[src/rtl/l2_way_ctrl_pkg.sv]
// Shared types for the L2 way controller.
package l2_pkg;

  // Controller sequencing states.
  typedef enum logic [1:0] {
    IDLE      = 2'd0,
    WRITEBACK = 2'd1,
    ALLOCATE  = 2'd2
  } l2_state_t;

endpackage

[src/rtl/l2_way_ctrl_if.sv]
// Request/response bundle between the L2 datapath, pmem port and way controller.
interface l2_way_ctrl_if #(
  parameter int WAYS  = 4,
  parameter int SETS  = 8,
  parameter int IDX_W = $clog2(SETS),
  parameter int WAY_W = $clog2(WAYS)
);
  logic             mem_read;
  logic             mem_write;
  logic [IDX_W-1:0] index;
  logic [WAYS-1:0]  tagcmp;
  logic             pmem_resp;
  logic [WAYS-1:0]  hit;
  logic             hit_any;
  logic             mem_resp;
  logic [WAYS-1:0]  tag_we;
  logic [WAYS-1:0]  data_we;
  logic [WAY_W-1:0] victim_way;
  logic             pmem_read;
  logic             pmem_write;

  // Datapath / pmem side: issues requests, comparator results and pmem responses.
  modport master (
    output mem_read, mem_write, index, tagcmp, pmem_resp,
    input  hit, hit_any, mem_resp, tag_we, data_we, victim_way, pmem_read, pmem_write
  );

  // Controller side.
  modport slave (
    input  mem_read, mem_write, index, tagcmp, pmem_resp,
    output hit, hit_any, mem_resp, tag_we, data_we, victim_way, pmem_read, pmem_write
  );
endinterface

[src/rtl/l2_way_ctrl_plru_tree.sv]
// Combinational tree-PLRU for one set. Node n (heap order, 1..WAYS-1) holds 0
// when the victim lies in its lower subtree and 1 when it lies in the upper one.
module l2_plru_tree #(
  parameter int WAYS  = 4,
  parameter int WAY_W = $clog2(WAYS)
) (
  input  logic [WAYS-1:1]  bits_in,
  input  logic [WAY_W-1:0] access_way,
  output logic [WAYS-1:1]  bits_out,
  output logic [WAY_W-1:0] victim
);
  logic [WAY_W:0] upd_node_s;
  logic [WAY_W:0] vic_node_s;

  // Walk the tree twice: point nodes on the accessed path away from it, and follow node bits to the victim leaf.
  always_comb begin
    upd_node_s = {{WAY_W{1'b0}}, 1'b1};
    vic_node_s = {{WAY_W{1'b0}}, 1'b1};
    bits_out   = bits_in;
    for (int l = 0; l < WAY_W; l++) begin
      bits_out[upd_node_s[WAY_W-1:0]] = ~access_way[WAY_W-1-l];
      upd_node_s = {upd_node_s[WAY_W-1:0], access_way[WAY_W-1-l]};
      vic_node_s = {vic_node_s[WAY_W-1:0], bits_in[vic_node_s[WAY_W-1:0]]};
    end
    // Leaf node numbers are WAYS..2*WAYS-1, so the low bits are the way.
    victim = vic_node_s[WAY_W-1:0];
  end
endmodule

[src/rtl/l2_way_ctrl.sv]
// L2 way controller: per-set valid/dirty/PLRU state, hit detection, victim
// choice and write-back/allocate sequencing towards physical memory.
module l2_way_ctrl
  import l2_pkg::*;
#(
  parameter int WAYS  = 4,
  parameter int SETS  = 8,
  parameter int IDX_W = $clog2(SETS),
  parameter int WAY_W = $clog2(WAYS)
) (
  input logic         clk,
  input logic         rst,
  l2_way_ctrl_if.slave bus
);
  l2_state_t        state_r;
  logic [WAYS-1:0]  valid_r [SETS];
  logic [WAYS-1:0]  dirty_r [SETS];
  logic [WAYS-1:1]  plru_r  [SETS];
  logic [WAY_W-1:0] victim_way_r;
  logic             pmem_read_r;
  logic             pmem_write_r;

  logic             req_s;
  logic [WAYS-1:0]  valid_set_s;
  logic [WAYS-1:0]  dirty_set_s;
  logic [WAYS-1:0]  hit_s;
  logic [WAY_W-1:0] hit_way_s;
  logic [WAY_W-1:0] inv_way_s;
  logic             inv_found_s;
  logic [WAY_W-1:0] miss_victim_s;
  logic [WAY_W-1:0] plru_access_s;
  logic [WAYS-1:1]  plru_next_s;
  logic [WAY_W-1:0] plru_victim_s;
  logic [WAYS-1:0]  victim_oh_s;

  assign req_s       = bus.mem_read | bus.mem_write;
  assign valid_set_s = valid_r[bus.index];
  assign dirty_set_s = dirty_r[bus.index];
  assign victim_oh_s = {{(WAYS-1){1'b0}}, 1'b1} << victim_way_r;

  // Hit vector and its encoded way, plus the lowest-numbered invalid way of the set.
  always_comb begin
    hit_s       = {WAYS{1'b0}};
    hit_way_s   = {WAY_W{1'b0}};
    inv_way_s   = {WAY_W{1'b0}};
    inv_found_s = 1'b0;
    if ((state_r == IDLE) && req_s) begin
      hit_s = valid_set_s & bus.tagcmp;
    end else begin
      hit_s = {WAYS{1'b0}};
    end
    for (int w = 0; w < WAYS; w++) begin
      hit_way_s = hit_s[w] ? WAY_W'(w) : hit_way_s;
    end
    // Descending scan so the lowest invalid way is the one left standing.
    for (int w = WAYS - 1; w >= 0; w--) begin
      inv_way_s   = valid_set_s[w] ? inv_way_s : WAY_W'(w);
      inv_found_s = inv_found_s | ~valid_set_s[w];
    end
  end

  // PLRU is touched by the hit way in IDLE and by the latched victim on allocate.
  always_comb begin
    if (state_r == IDLE) begin
      plru_access_s = hit_way_s;
    end else begin
      plru_access_s = victim_way_r;
    end
    if (inv_found_s) begin
      miss_victim_s = inv_way_s;
    end else begin
      miss_victim_s = plru_victim_s;
    end
  end

  l2_plru_tree #(.WAYS(WAYS), .WAY_W(WAY_W)) u_plru (
    .bits_in    (plru_r[bus.index]),
    .access_way (plru_access_s),
    .bits_out   (plru_next_s),
    .victim     (plru_victim_s)
  );

  // Array write enables and the request completion, decoded from state and current inputs.
  always_comb begin
    bus.tag_we   = {WAYS{1'b0}};
    bus.data_we  = {WAYS{1'b0}};
    bus.mem_resp = 1'b0;
    case (state_r)
      IDLE: begin
        bus.mem_resp = |hit_s;
        if (bus.mem_write) begin
          bus.data_we = hit_s;
        end else begin
          bus.data_we = {WAYS{1'b0}};
        end
      end
      ALLOCATE: begin
        if (bus.pmem_resp) begin
          bus.tag_we  = victim_oh_s;
          bus.data_we = victim_oh_s;
        end else begin
          bus.tag_we  = {WAYS{1'b0}};
          bus.data_we = {WAYS{1'b0}};
        end
      end
      default: begin
        bus.tag_we   = {WAYS{1'b0}};
        bus.data_we  = {WAYS{1'b0}};
        bus.mem_resp = 1'b0;
      end
    endcase
  end

  assign bus.hit        = hit_s;
  assign bus.hit_any    = |hit_s;
  assign bus.victim_way = victim_way_r;
  assign bus.pmem_read  = pmem_read_r;
  assign bus.pmem_write = pmem_write_r;

  // Sequencer: owns all per-set state, the latched victim and the pmem strobes.
  always_ff @(posedge clk) begin
    if (rst) begin
      state_r      <= IDLE;
      victim_way_r <= {WAY_W{1'b0}};
      pmem_read_r  <= 1'b0;
      pmem_write_r <= 1'b0;
      for (int s = 0; s < SETS; s++) begin
        valid_r[s] <= {WAYS{1'b0}};
        dirty_r[s] <= {WAYS{1'b0}};
        plru_r[s]  <= {(WAYS-1){1'b0}};
      end
    end else begin
      case (state_r)
        IDLE: begin
          if (req_s && (|hit_s)) begin
            plru_r[bus.index] <= plru_next_s;
            if (bus.mem_write) begin
              dirty_r[bus.index] <= dirty_set_s | hit_s;
            end
          end else if (req_s) begin
            victim_way_r <= miss_victim_s;
            if (valid_set_s[miss_victim_s] && dirty_set_s[miss_victim_s]) begin
              state_r      <= WRITEBACK;
              pmem_write_r <= 1'b1;
            end else begin
              state_r     <= ALLOCATE;
              pmem_read_r <= 1'b1;
            end
          end
        end
        WRITEBACK: begin
          if (bus.pmem_resp) begin
            dirty_r[bus.index][victim_way_r] <= 1'b0;
            state_r      <= ALLOCATE;
            pmem_write_r <= 1'b0;
            pmem_read_r  <= 1'b1;
          end
        end
        ALLOCATE: begin
          if (bus.pmem_resp) begin
            valid_r[bus.index][victim_way_r] <= 1'b1;
            dirty_r[bus.index][victim_way_r] <= 1'b0;
            plru_r[bus.index] <= plru_next_s;
            state_r     <= IDLE;
            pmem_read_r <= 1'b0;
          end
        end
        default: begin
          state_r      <= IDLE;
          pmem_read_r  <= 1'b0;
          pmem_write_r <= 1'b0;
        end
      endcase
    end
  end
endmodule

[src/flat_wrapper.sv]
// flat-port wrapper written by rule: the top's interface ports become plain ports
module l2_way_ctrl_flat import l2_pkg::*;
#(
  parameter int WAYS  = 4,
  parameter int SETS  = 8,
  parameter int IDX_W = $clog2(SETS),
  parameter int WAY_W = $clog2(WAYS)
)
  (clk, rst, bus_mem_read, bus_mem_write, bus_index, bus_tagcmp, bus_pmem_resp, bus_hit, bus_hit_any, bus_mem_resp, bus_tag_we, bus_data_we, bus_victim_way, bus_pmem_read, bus_pmem_write);
  l2_way_ctrl_if #(.WAYS(WAYS), .SETS(SETS), .IDX_W(IDX_W), .WAY_W(WAY_W)) bus_i ();
  input logic clk;
  input logic rst;
  input wire logic [$bits(bus_i.mem_read)-1:0] bus_mem_read;
  input wire logic [$bits(bus_i.mem_write)-1:0] bus_mem_write;
  input wire logic [$bits(bus_i.index)-1:0] bus_index;
  input wire logic [$bits(bus_i.tagcmp)-1:0] bus_tagcmp;
  input wire logic [$bits(bus_i.pmem_resp)-1:0] bus_pmem_resp;
  output wire logic [$bits(bus_i.hit)-1:0] bus_hit;
  output wire logic [$bits(bus_i.hit_any)-1:0] bus_hit_any;
  output wire logic [$bits(bus_i.mem_resp)-1:0] bus_mem_resp;
  output wire logic [$bits(bus_i.tag_we)-1:0] bus_tag_we;
  output wire logic [$bits(bus_i.data_we)-1:0] bus_data_we;
  output wire logic [$bits(bus_i.victim_way)-1:0] bus_victim_way;
  output wire logic [$bits(bus_i.pmem_read)-1:0] bus_pmem_read;
  output wire logic [$bits(bus_i.pmem_write)-1:0] bus_pmem_write;
  assign bus_i.mem_read = bus_mem_read;
  assign bus_i.mem_write = bus_mem_write;
  assign bus_i.index = bus_index;
  assign bus_i.tagcmp = bus_tagcmp;
  assign bus_i.pmem_resp = bus_pmem_resp;
  assign bus_hit = bus_i.hit;
  assign bus_hit_any = bus_i.hit_any;
  assign bus_mem_resp = bus_i.mem_resp;
  assign bus_tag_we = bus_i.tag_we;
  assign bus_data_we = bus_i.data_we;
  assign bus_victim_way = bus_i.victim_way;
  assign bus_pmem_read = bus_i.pmem_read;
  assign bus_pmem_write = bus_i.pmem_write;
  l2_way_ctrl #(.WAYS(WAYS), .SETS(SETS), .IDX_W(IDX_W), .WAY_W(WAY_W)) u_core (.clk(clk), .rst(rst), .bus(bus_i));
endmodule
[config.mk]
export PLATFORM = sky130hd
export DESIGN_NAME = l2_way_ctrl_flat
export DESIGN_NICKNAME = d
export VERILOG_FILES = /design/src/rtl/l2_way_ctrl_pkg.sv /design/src/rtl/l2_way_ctrl_if.sv /design/src/rtl/l2_way_ctrl_plru_tree.sv /design/src/rtl/l2_way_ctrl.sv /design/src/flat_wrapper.sv
export SDC_FILE = /design/constraint.sdc
export NUM_CORES = 1
export LEC_CHECK = 0
export CAP_MARGIN = 10
export CORE_UTILIZATION = 28
export CTS_BUF_LIST = sky130_fd_sc_hd__clkbuf_8
export CTS_CLUSTER_SIZE = 24
export DETAILED_ROUTE_END_ITERATION = 16
export GPL_TIMING_DRIVEN = 0
export PLACE_DENSITY = 0.51
export SKIP_LAST_GASP = 1
export SLEW_MARGIN = 20
export SYNTH_ARGS = -nofsm -noshare
export SYNTH_HDL_FRONTEND = slang
export SYNTH_HIERARCHICAL = 1
export SYNTH_SLANG_ARGS = --single-unit
[constraint.sdc]
create_clock -name clk -period 3.2 [get_ports clk]
set_input_delay 0.32 -clock clk [delete_from_list [all_inputs] [get_ports clk]]
set_output_delay 0.32 -clock clk [all_outputs]
set_load 0.005 [all_outputs]
# ---- Yosys cells after proc, flatten, opt, wreduce, memory -nomap -nowiden
# Memory sizes are Yosys's and may differ from the RTL's.
# Cells that the tools add are included.
dict set report totals {
  ramBits 88
  rom_bits 0
  input_bits 12
  n_memories 3
  regBits 6
  latch_bits 0
  word_cells 138
  out_inout_bits 18
}
dict set report classes {
  n_bitwise 23
  n_lt_le_gt_ge 6
  addsub 0
  n_shift 1
  n_eq_ne 8
  reduce_logical 14
  n_div 0
  mux 79
  mul 0
}
# memory depth width read_ports rd_clocked_by_memory_dff wr line
set memory_table {}
lappend memory_table {u_core.dirty_r 8 4 1 0 8 l2_way_ctrl.sv:17} ;# logic [WAYS-1:0] dirty_r [SETS];
lappend memory_table {u_core.valid_r 8 4 1 0 8 l2_way_ctrl.sv:16} ;# logic [WAYS-1:0] valid_r [SETS];
lappend memory_table {u_core.plru_r 8 3 1 0 8 l2_way_ctrl.sv:18} ;# logic [WAYS-1:1] plru_r [SETS];
# op n
set op_table {}
lappend op_table {{$mux 1} 42}
lappend op_table {{$mux 4} 10}
lappend op_table {{$mux 2} 13}
lappend op_table {{$mux 3} 5}
lappend op_table {{$or 1x1->1} 13}
lappend op_table {{$lt 2x3->1 const B} 4}
lappend op_table {{$reduce_or 4->1} 3}
lappend op_table {{$ne 2x2->1 const B} 5}
lappend op_table {{$reduce_and 5->1} 2}
lappend op_table {{$not 1->1} 8}
lappend op_table {{$pmux 4 s2} 1}
lappend op_table {{$pmux 1 s3} 2}
lappend op_table {{$pmux 2 s3} 1}
lappend op_table {{$logic_and 1x1->1} 5}
lappend op_table {{$and 4x4->4} 1}
lappend op_table {{$bmux 1 s2} 2}
lappend op_table {{$ge 2x1->1 const B} 2}
lappend op_table {{$or 4x4->4} 1}
lappend op_table {{$reduce_and 4->1} 1}
lappend op_table {{$shl 1x2->4 const A} 1}
lappend op_table {{$bwmux 3} 1}
lappend op_table {{$reduce_and 3->1} 1}
lappend op_table {{$reduce_or 3->1} 1}
lappend op_table {{$demux 1 s2} 1}
lappend op_table {{5 further kinds} 5}

# ---- Logic depth before layout (Yosys ltp)
# Gate-level depths: netlist of run 1.
dict set report logic_depth {
  ltp_word 14
  depth_mapped 16
  ltp_nobuf 12
}

# ---- By module
# Netlist of run 1, hierarchy kept.
# mod seq_area_each_um2 area_per_inst_um2 instances cells_each
set by_module_without_submodules {}
lappend by_module_without_submodules {l2_way_ctrl 2442.3 4673.2 1 478}
lappend by_module_without_submodules {l2_plru_tree 0.0 46.3 1 7}

# ---- Worst setup path before layout of run 1
# No wires, ideal clock.
dict set report synth_timing {
  path_type {input to register}
  from {input bus_index[1]}
  to {register u_core.pmem_read_r, in the netlist u_core/bus.pmem_read}
  setup_ns 0.120
  required_time_ns 3.080
  stages 16
  slack_ns -0.100
  arrival_time_ns 3.180
  path_buffers 5
  cell_sequence {buf_2 -> buf_2 -> clkbuf_1 -> clkbuf_1 -> and3_1 -> clkbuf_1 -> a22o_1 -> a221oi_1 -> o21ai_0 -> mux2_4 -> inv_1 -> or2_2 -> a2bb2oi_1 -> o22ai_1 -> nand2_1 -> o31a_1}
}
dict set report synth_between {
  elab_cells_between_ends 29
  classes_between {2 x eq/ne; 12 x mux; 8 x bitwise; 4 x reduce/logical; 3 x memory}
}
# element line
set synth_lines {}
lappend synth_lines {{from (decl)} flat_wrapper.sv:15} ;# input wire logic [$bits(bus_i.index)-1:0] bus_index;
lappend synth_lines {{$mem_v2 8x3 *} n/a}
lappend synth_lines {{$mux 1 (not written as such) * (2 in a row)} l2_way_ctrl_plru_tree.sv:23} ;# vic_node_s = {vic_node_s[WAY_W-1:0], bits_in[vic_node_s[WAY_W-1:0]]};
lappend synth_lines {{net u_core.plru_victim_s[0]} l2_way_ctrl.sv:33} ;# logic [WAY_W-1:0] plru_victim_s;
lappend synth_lines {{$mux 2 *} l2_way_ctrl.sv:69} ;# if (inv_found_s) begin
lappend synth_lines {{$bmux 1 s2} l2_way_ctrl.sv:142} ;# if (valid_set_s[miss_victim_s] && dirty_set_s[miss_victim_s]) begin
lappend synth_lines {{$mux 1 (not written as such)} l2_way_ctrl.sv:142}
lappend synth_lines {{$logic_and 1x1->1 *} l2_way_ctrl.sv:142}
lappend synth_lines {{$ne 2x2->1 (no line) *} n/a}
lappend synth_lines {{$reduce_and 5->1 (no line) *} n/a}
lappend synth_lines {{to (signal assigned)} l2_way_ctrl.sv:147} ;# pmem_read_r <= 1'b1;
lappend synth_lines {{to (signal assigned)} l2_way_ctrl.sv:156} ;# pmem_read_r <= 1'b1;
lappend synth_lines {{to (signal assigned)} l2_way_ctrl.sv:165} ;# pmem_read_r <= 1'b0;
lappend synth_lines {{to (decl)} l2_way_ctrl.sv:20} ;# logic pmem_read_r;
# The timed path passes the listed nets; every way through them passes the cells marked *. The select of a mux whose other input is x is not followed.
# A chain may end at the register's enable or synchronous reset.

# ---- Final worst setup path of run 1
dict set report layout_timing {
  from {input bus_index[2]}
  to {register u_core.pmem_read_r, in the netlist u_core/bus.pmem_read}
}
# Same word-level chain as after synthesis.

==> results of run 1 <==
[worst min-delay path, stage by stage]
cell,delay (ns)
clkbuf_1,0.16
nor2_1,0.13
nand2_1,0.06
o31ai_1,0.06
[metrics by stage]
stage | instances | area (um2)
final | 752 | 5643
after global placement | 733 | 5279
after CTS | 749 | 5605
after global routing | 752 | 5643
after detailed placement | 734 | 5306
after floorplan | 485 | 4723
[area by class of cell]
class | instances | area, um2
Fill cell | 1689 | 10880
Sequential cell | 94 | 2442
Multi-Input combinational cell | 343 | 2153
Timing Repair Buffer | 36 | 340.3
Tap cell | 220 | 275.3
Buffer | 31 | 191.4
Clock buffer | 9 | 123.9
Clock inverter | 7 | 71.32
Inverter | 12 | 45.04
[cell usage after synthesis (3+ instances only)]
master,instances
o21ai_0,5
or2_2,5
nor3b_1,4
or3_1,3
edfxtp_1,56
nor2_1,103
a21o_1,24
nand3b_1,6
inv_1,12
and2_1,3
a221oi_1,4
buf_2,8
mux4_2,3
nand2_1,23
nor3_1,4
o22ai_1,7
a211o_1,3
nand2b_1,8
nor2b_1,7
buf_1,5
o21a_1,3
a22oi_1,7
dfxtp_1,38
o211ai_1,3
o21bai_1,17
nand3_1,10
mux2i_1,17
mux2_2,6
clkbuf_1,22
a21oi_1,39
[flip-flops by register name, summed over array words and instances (netlist names)]
| name | count |
|---|---|
| u_core/dirty_r | 32 |
| u_core/bus.pmem_read | 1 |
| u_core/state_r | 2 |
| u_core/plru_r | 24 |
| u_core/bus.victim_way | 2 |
| u_core/valid_r | 32 |
| u_core/bus.pmem_write | 1 |
[cell families (layout without fill, tap and decap cells)]
logic type             count (synthesis)  in the layout  share of synthesized area [%]
muxes                                 27             27                          6.786
DFF                                   94             94                          51.75
and+or+nand+nor                      181            181                          17.39
AOI/OAI and AO/OA                    135            135                          19.96
buffers and inverters                 48             95                          4.109
[layer usage]
metal  up-vias  wire [um]
met1      2016       6821
met5         -          0
met3        23        763
met2       129       6858
met4         0        359
li1       1828          -
[final timing paths]
path                           to  slack (ns)  depth (start not counted)
max          u_core/bus.pmem_read        0.15                         15
min             u_core/state_r[0]        0.37                          4
max reg2reg   u_core/plru_r[1][2]        0.37                          8
min reg2reg  u_core/valid_r[7][0]        0.47                          2
[what timing repair did]
item,in CTS,in global routing
setup endpoints to repair,51,27
buffers inserted,4,3
hold buffers,0,0
resized for setup,33,7
pin swaps,2,1
[where the power goes]
part           internal, mW  switching [mW]
combinational         0.117           0.193
clock                 0.364           0.459
sequential             1.31          0.0134
total                  1.79           0.666
==> flow_metrics.tcl, run 1 <==
set metrics [dict create \
    outcome "completed" \
    dr.pass1.iters 5 \
    syn_nets 497 \
    route.detailed.drc 0 \
    synth_edf_count 56 \
    vias 3996 \
    critical_path_class "in -> reg" \
    grt_max_degree 17 \
    coreArea_um2 16520 \
    grt_antenna_before_repair 0 \
    ios 30 \
    fmax_mhz 327.6 \
    grt_pass1_vias 3908 \
    min_from "bus_pmem_resp" \
    path_max_fanout 10 \
    io_buffers 28 \
    met2_usage_pct 27.98 \
    crit_chain "clkbuf_2 -> buf_6 -> buf_4 -> clkbuf_8 -> buf_4 -> mux2_2 -> a221oi_2 -> o21ai_2 -> mux2_4 -> inv_1 -> or2_2 -> a2bb2oi_1 -> o22ai_1 -> nand2_2 -> o31a_1" \
    tns_ns 0 \
    viasPerCell 5.314 \
    fin_ws_ns 0.1479 \
    syn_area_um2 4720 \
    die-height_um 131.8 \
    initial_core_util_pct 28.56 \
    syn-instance-count 485 \
    cp-start-kind "primary input" \
    synth_top_area_cell "edfxtp_1" \
    synthDominantCellAreaShare_pct 35.63 \
    htreeDepth 3 \
    final_common_cell "nor2_1" \
    grt_pass1_wl_um 22870 \
    cts_sinks 94 \
    synth_ff_type "edfxtp_1" \
    synth_seq_area_share_pct 51.75 \
    post-route-period-util_pct 95.38 \
    root_buffer "clkbuf_8" \
    critPathTopFamily "buffers and inverters" \
    wl_um 14800 \
    arrival_ns 3.33 \
    p_leak_nw 2.119 \
    yosysWarnings 6 \
    period_minus_slack_ns 3.052 \
    rows 47 \
    async_reset_ff_share_pct 0 \
    grt_setup_unrepaired "no" \
    crit_path_max_incr_delay_ns 0.36 \
    final_core_util_pct 34.15 \
    layout.nets 539 \
    ys_types 54 \
    place_ws_ns -1.555 \
    endpoint_kind "flop" \
    p_per_area_nw_per_um2 435.4 \
    total_power_mw 2.457 \
    grt_usage_pct 17.64 \
    areaGrowthSynthToFinish_pct 19.57 \
    ir_drop_uv 184.3 \
    hold_slack_ns 0.3694 \
    min_path_type "in -> reg" \
    grt.overflow.total 0 \
    worstSkewPairLatency_ns 0.39 \
    first_iter_violations 294 \
    crit_slowest_cell "mux2_2" \
    r2r-start "u_core/valid_r[3][2]" \
    top_usage_layer "met2" \
    clock_skew_ns 0.01842 \
    setup_viol 0 \
    worstMarginPinSlew_ns 0.7474 \
    place_congestion 0.8129 \
    clockBufferDepth 2 \
    layout-drive-gt1-share_pct 13.53 \
    wl_per_cell_um 19.68 \
    final_cell_mix "nor2_1 (101), edfxtp_1 (56), a21oi_1 (39)" \
    cap_violations 0 \
    grtUsageMet1_pct 23.59 \
    dp_hpwl_um 10540 \
    chipWidth_um 131.8 \
    worstPathRequired_ns 3.48 \
    synthTopCellsByArea "edfxtp_1 (36%), dfxtp_1 (16%), nor2_1 (8.2%), a21oi_1 (4.1%), a21o_1 (3.8%)" \
    hold_viol 0 \
    ys_ff_latch 94 \
    path_buf_inv 6 \
    clk_transition_reported_paths_ns 0.10 \
    maxSlewHeadroom_pct 50.17 \
    grtUsageMet3_pct 2.576 \
    postRouteAntennaNets 0 \
    diodes 0 \
    slew_viol_final 0 \
    numCtsBuffers 9 \
    startpoint "bus_index[2]" \
    cts_tree "done" \
    die_area_um2 17380 \
    cpMostUsedCell "buf_4" \
    syn_area_per_cell_um2 9.731 \
]
(Power assumes the default switching activity.)
==> run 2, diff against run 1 <==
Settings changed: CORE_MARGIN set to 1.5.
==> run 2 against run 1 <==
Compared with the run above:
- cell count is 0.27% lower
- first-iteration DRC count is 44% higher
- utilization is 0.061 points lower
- global-route usage is 0.76 points lower
- highest routed layer unchanged
- combinational power hardly changed
- clock power is 7.3% lower
- cell area is 0.18% lower
==> flow_metrics.tcl, run 2 (synthesized netlist as in run 1, its figures left out) <==
set metrics [dict create \
    period_minus_slack_ns 3.035 \
    worstMarginPinSlew_ns 0.7652 \
    grtUsageMet3_pct 2.644 \
    chipWidth_um 132.8 \
    num-fill-cells 1690 \
    grt_antenna_before_repair 0 \
    numCtsBuffers 9 \
    io_buffers 28 \
    maxSlewHeadroom_pct 48.71 \
    met2_usage_pct 26.59 \
    vias 3903 \
    dr.pass1.iters 6 \
    ir_drop_uv 188.0 \
    post-route-period-util_pct 94.84 \
    dp_hpwl_um 10450 \
    largest_registers "u_core/dirty_r (32), u_core/valid_r (32), u_core/plru_r (24)" \
    grtUsageMet1_pct 23.34 \
    first_iter_violations 424 \
    layout.nets 537 \
    root_buffer "clkbuf_8" \
    htreeDepth 3 \
    viasPerCell 5.204 \
    areaGrowthSynthToFinish_pct 19.35 \
    worstPathRequired_ns 3.49 \
    worstSkewPairLatency_ns 0.39 \
    slew_viol_final 0 \
    hold_slack_ns 0.3681 \
    initial_core_util_pct 28.56 \
    endpoint_kind "flop" \
    wl_per_cell_um 19.44 \
    p_per_area_nw_per_um2 425.2 \
    hold_viol 0 \
    path_max_fanout 10 \
    rows 47 \
    postRouteAntennaNets 0 \
    clockBufferDepth 2 \
    cts_tree "done" \
    place_congestion 0.7982 \
    tns_ns 0 \
    cap_violations 0 \
    grt.overflow.total 0 \
    cp-start-kind "primary input" \
    total_power_mw 2.395 \
    clk_transition_reported_paths_ns 0.11 \
    grt_max_degree 18 \
    ios 30 \
    route.detailed.drc 0 \
    min_path_type "in -> reg" \
    regArea_um2 2442 \
    coreArea_um2 16520 \
    final_cell_mix "nor2_1 (101), edfxtp_1 (56), a21oi_1 (39)" \
    cts_sinks 94 \
    multi_input_area_um2 2176 \
    setup_viol 0 \
    grt_usage_pct 16.87 \
    layout-drive-gt1-share_pct 13.40 \
    clock_skew_ns 0.01288 \
    wl_um 14580 \
    die-height_um 132.8 \
    top_usage_layer "met2" \
    critical_path_class "in -> reg" \
    arrival_ns 3.33 \
    grt_pass1_vias 3722 \
    outcome "completed" \
    fmax_mhz 329.5 \
    diodes 0 \
    final_common_cell "nor2_1" \
    grt_setup_unrepaired "no" \
    p_leak_nw 2.100 \
    die_area_um2 17640 \
    grt_pass1_wl_um 22280 \
]
[run 2: cell types whose count changed in the layout (fill, tap and decap cells not counted)]
cell and change:
bufinv_16 -1, a221oi_4 +1, nand3_1 -1, mux2i_2 -1
a221oi_2 -1, nor2b_2 -1, clkinv_2 +1, inv_6 +2
buf_4 -2, mux2i_4 +1, inv_1 -1, nand3_2 +1
nor2b_1 +1, inv_4 -1
[run 2: path summary, 6_finish.rpt]
check,from,depth (start not counted),end,slack [ns]
max,bus_index[2],15,u_core/bus.pmem_read,0.17
min,bus_pmem_resp,4,u_core/state_r[0],0.37
max reg2reg,u_core/state_r[0],8,u_core/dirty_r[6][1],0.49
min reg2reg,u_core/valid_r[1][3],2,u_core/valid_r[1][3],0.47
[run 2: worst max-delay path: stages]
cell and delay [ns]:
clkbuf_2 0.16, buf_4 0.20, buf_4 0.22, clkbuf_8 0.21, buf_4 0.19, mux2_2 0.38, a221oi_4 0.28, o21ai_2 0.11
mux2_4 0.24, inv_1 0.07, or2_2 0.29, a2bb2oi_1 0.13, o22ai_1 0.15, nand2_2 0.11, o31a_1 0.25
[run 2: timing repair]
item / CTS / global route
endpoints found under the hold margin: 0 / 0
setup endpoints to repair: 92 / 10
pin swaps: 4 / 1
setup buffers: 5 / 0
resized for setup: 34 / 10
hold buffers: 0 / 0
[run 2: layer usage]
layer  part of all wire (%)  vias up  routed length, um
met3                    4.3       19                627
met5                      0        -                  0
met1                     48     1948               6949
met2                     46      111               6708
met4                    2.0        0                296
li1                       -     1825                  -
[run 2: cell type report]
| cell class | count | share of cell area (%) |
|---|---|---|
| flip-flops and latches | 94 | 43.36 |
| multi-input cells | 343 | 38.63 |
| repair buffers | 34 | 5.775 |
| well taps | 220 | 4.887 |
| plain buffers | 31 | 3.398 |
| clock buffers | 9 | 2.199 |
| clock inverters | 7 | 0.9551 |
| inverters | 12 | 0.7996 |
[run 2: power breakdown]
part / internal [mW] / total [mW] / leakage, nW / switching, mW
Combinational: 0.116 / 0.308 / 1.12 / 0.191
Clock: 0.291 / 0.763 / 0.0909 / 0.471
Sequential: 1.31 / 1.32 / 0.886 / 0.0138
Total: 1.72 / 2.39 / 2.10 / 0.677
[run 2: per-stage QoR]
| step | setup WS (ns) | instance area (um2) | utilization, % | cells |
|---|---|---|---|---|
| after global routing | 0.02133 | 5633 | 34.09 | 750 |
| after CTS | -0.04811 | 5605 | 33.92 | 750 |
| after global placement | -1.587 | 5279 | 31.95 | 733 |
| final | 0.1651 | 5633 | 34.09 | 750 |
| after detailed placement | -1.608 | 5301 | 32.08 | 734 |
| after floorplan | 0.02726 | 4723 | - | 485 |
==> run 3, diff against run 2 <==
Settings changed: CTS_CLUSTER_DIAMETER set to 80, MAX_ROUTING_LAYER set to met4.
==> run 3 against run 2 <==
Compared with the run above:
- first-iteration DRC count is 1.4% higher
- cell area stayed put
- critical path depth is the same
- sequential power about the same
- hold slack barely moved
- worst setup slack improved by 0.012 ns
- maximum frequency grew 0.40%
- non-clock buffer count is the same
- routed wire length is 0.40% lower
- clock skew barely moved
- sequential share of layout area did not move
- utilization unchanged
- largest cell class unchanged
- largest power group unchanged
==> flow_metrics.tcl, run 3 (synthesized netlist as in run 1, its figures left out) <==
set metrics [dict create \
    outcome "completed" \
    total_power_mw 2.395 \
    endpoint_kind "flop" \
    setup_viol 0 \
    maxSlewHeadroom_pct 48.34 \
    p_per_area_nw_per_um2 425.1 \
    grt.overflow.total 0 \
    diodes 0 \
    worstPathRequired_ns 3.49 \
    rows 47 \
    reg2reg_setup_slack_ns 0.51 \
    fin_ws_ns 0.1771 \
    coreArea_um2 16520 \
    root_buffer "clkbuf_8" \
    postRouteAntennaNets 0 \
    wl_um 14520 \
    dp_hpwl_um 10450 \
    layout.nets 537 \
    numCtsBuffers 9 \
    areaGrowthSynthToFinish_pct 19.35 \
    hold_viol 0 \
    grt_pass1_wl_um 22290 \
    cap_violations 0 \
    grt_pass1_vias 3720 \
    multi_input_area_um2 2176 \
    worstMarginPinSlew_ns 0.7707 \
    min_path_type "in -> reg" \
    wl_per_cell_um 19.36 \
    ios 30 \
    dr.pass1.iters 5 \
    grt_setup_unrepaired "no" \
    path_max_fanout 10 \
    ir_drop_uv 188.2 \
    cts_sinks 94 \
    final_core_util_pct 34.09 \
    initial_core_util_pct 28.56 \
    clock_skew_ns 0.01328 \
    worstSkewPairLatency_ns 0.39 \
    cp-start-kind "primary input" \
    die-height_um 132.8 \
    slew_viol_final 0 \
    clk_transition_reported_paths_ns 0.11 \
    cts_tree "done" \
    io_buffers 28 \
    vias 3922 \
    die_area_um2 17640 \
    clockBufferDepth 2 \
    arrival_ns 3.31 \
    post-route-period-util_pct 94.47 \
    period_minus_slack_ns 3.023 \
    grt_usage_pct 17.39 \
    p_leak_nw 2.100 \
    place_congestion 0.8096 \
    viasPerCell 5.229 \
    regArea_um2 2442 \
    place_ws_ns -1.608 \
    layout-drive-gt1-share_pct 13.40 \
    final_common_cell "nor2_1" \
    largest_registers "u_core/dirty_r (32), u_core/valid_r (32), u_core/plru_r (24)" \
    fmax_mhz 330.8 \
    final_cell_mix "nor2_1 (101), edfxtp_1 (56), a21oi_1 (39)" \
    num-fill-cells 1690 \
    critical_path_class "in -> reg" \
    first_iter_violations 430 \
    htreeDepth 3 \
    grt_antenna_before_repair 0 \
    chipWidth_um 132.8 \
    grt_max_degree 18 \
    route.detailed.drc 0 \
]
==> run 3: cell counts in the layout (fill, tap and decap cells not counted) <==
No cell type changed its count.
==> run 3: final cells by class <==
class	count	share of cell area [%]
clock buffers	9	2.199
inverters	12	0.7996
plain buffers	31	3.398
clock inverters	7	0.9551
flip-flops and latches	94	43.36
well taps	220	4.887
multi-input cells	343	38.63
repair buffers	34	5.775
==> run 3: stage by stage <==
stage	TNS [ns]	hold WS, ns	instances	area, um2
2_1_floorplan	0	0.4313	485	4723
3_3_place_gp	-65.57	0.4434	733	5279
3_5_place_dp	-66.91	0.4511	734	5301
4_1_cts	-0.04811	0.3518	750	5605
5_1_grt	0	0.4258	750	5633
6_report	0	0.3676	750	5633
==> run 3: path summary, 6_finish.rpt <==
path	startpoint	endpoint	cells past startpoint
worst min-delay path	bus_pmem_resp	u_core/state_r[0]	4
worst max register to register	u_core/state_r[0]	u_core/dirty_r[6][1]	8
worst min register to register	u_core/valid_r[1][3]	u_core/valid_r[1][3]	2
worst max-delay path	bus_index[2]	u_core/bus.pmem_read	15
==> run 3: worst max-delay path, cell delays in order <==
cell,delay (ns)
clkbuf_2,0.16
buf_4,0.20
buf_4,0.22
clkbuf_8,0.21
buf_4,0.19
mux2_2,0.38
a221oi_4,0.27
o21ai_2,0.11
mux2_4,0.24
inv_1,0.07
or2_2,0.29
a2bb2oi_1,0.13
o22ai_1,0.15
nand2_2,0.12
o31a_1,0.25
==> run 3: repair_timing <==
item                                    CTS  global route
hold buffers                              0             0
gates cloned                              0             0
endpoints found under the setup margin   92            10
pin swaps                                 4             1
buffers inserted                          5             0
gates resized for setup                  34            10
==> run 3: power by group <==
| part | total [mW] | switching [mW] | internal [mW] |
|---|---|---|---|
| Sequential | 1.32 | 0.0140 | 1.31 |
| Combinational | 0.307 | 0.190 | 0.116 |
| Clock | 0.764 | 0.472 | 0.292 |
==> run 3: per-layer routing <==
metal / up-vias / global-route usage [%] / share of wire [%] / wire (um)
met3: 20 / 2.644 / 5.2 / 755
met1: 1948 / 23.34 / 47 / 6763
met2: 131 / 26.59 / 46 / 6709
met5: - / - / 0 / 0
li1: 1823 / - / - / -
met4: 0 / 6.349 / 2.0 / 295
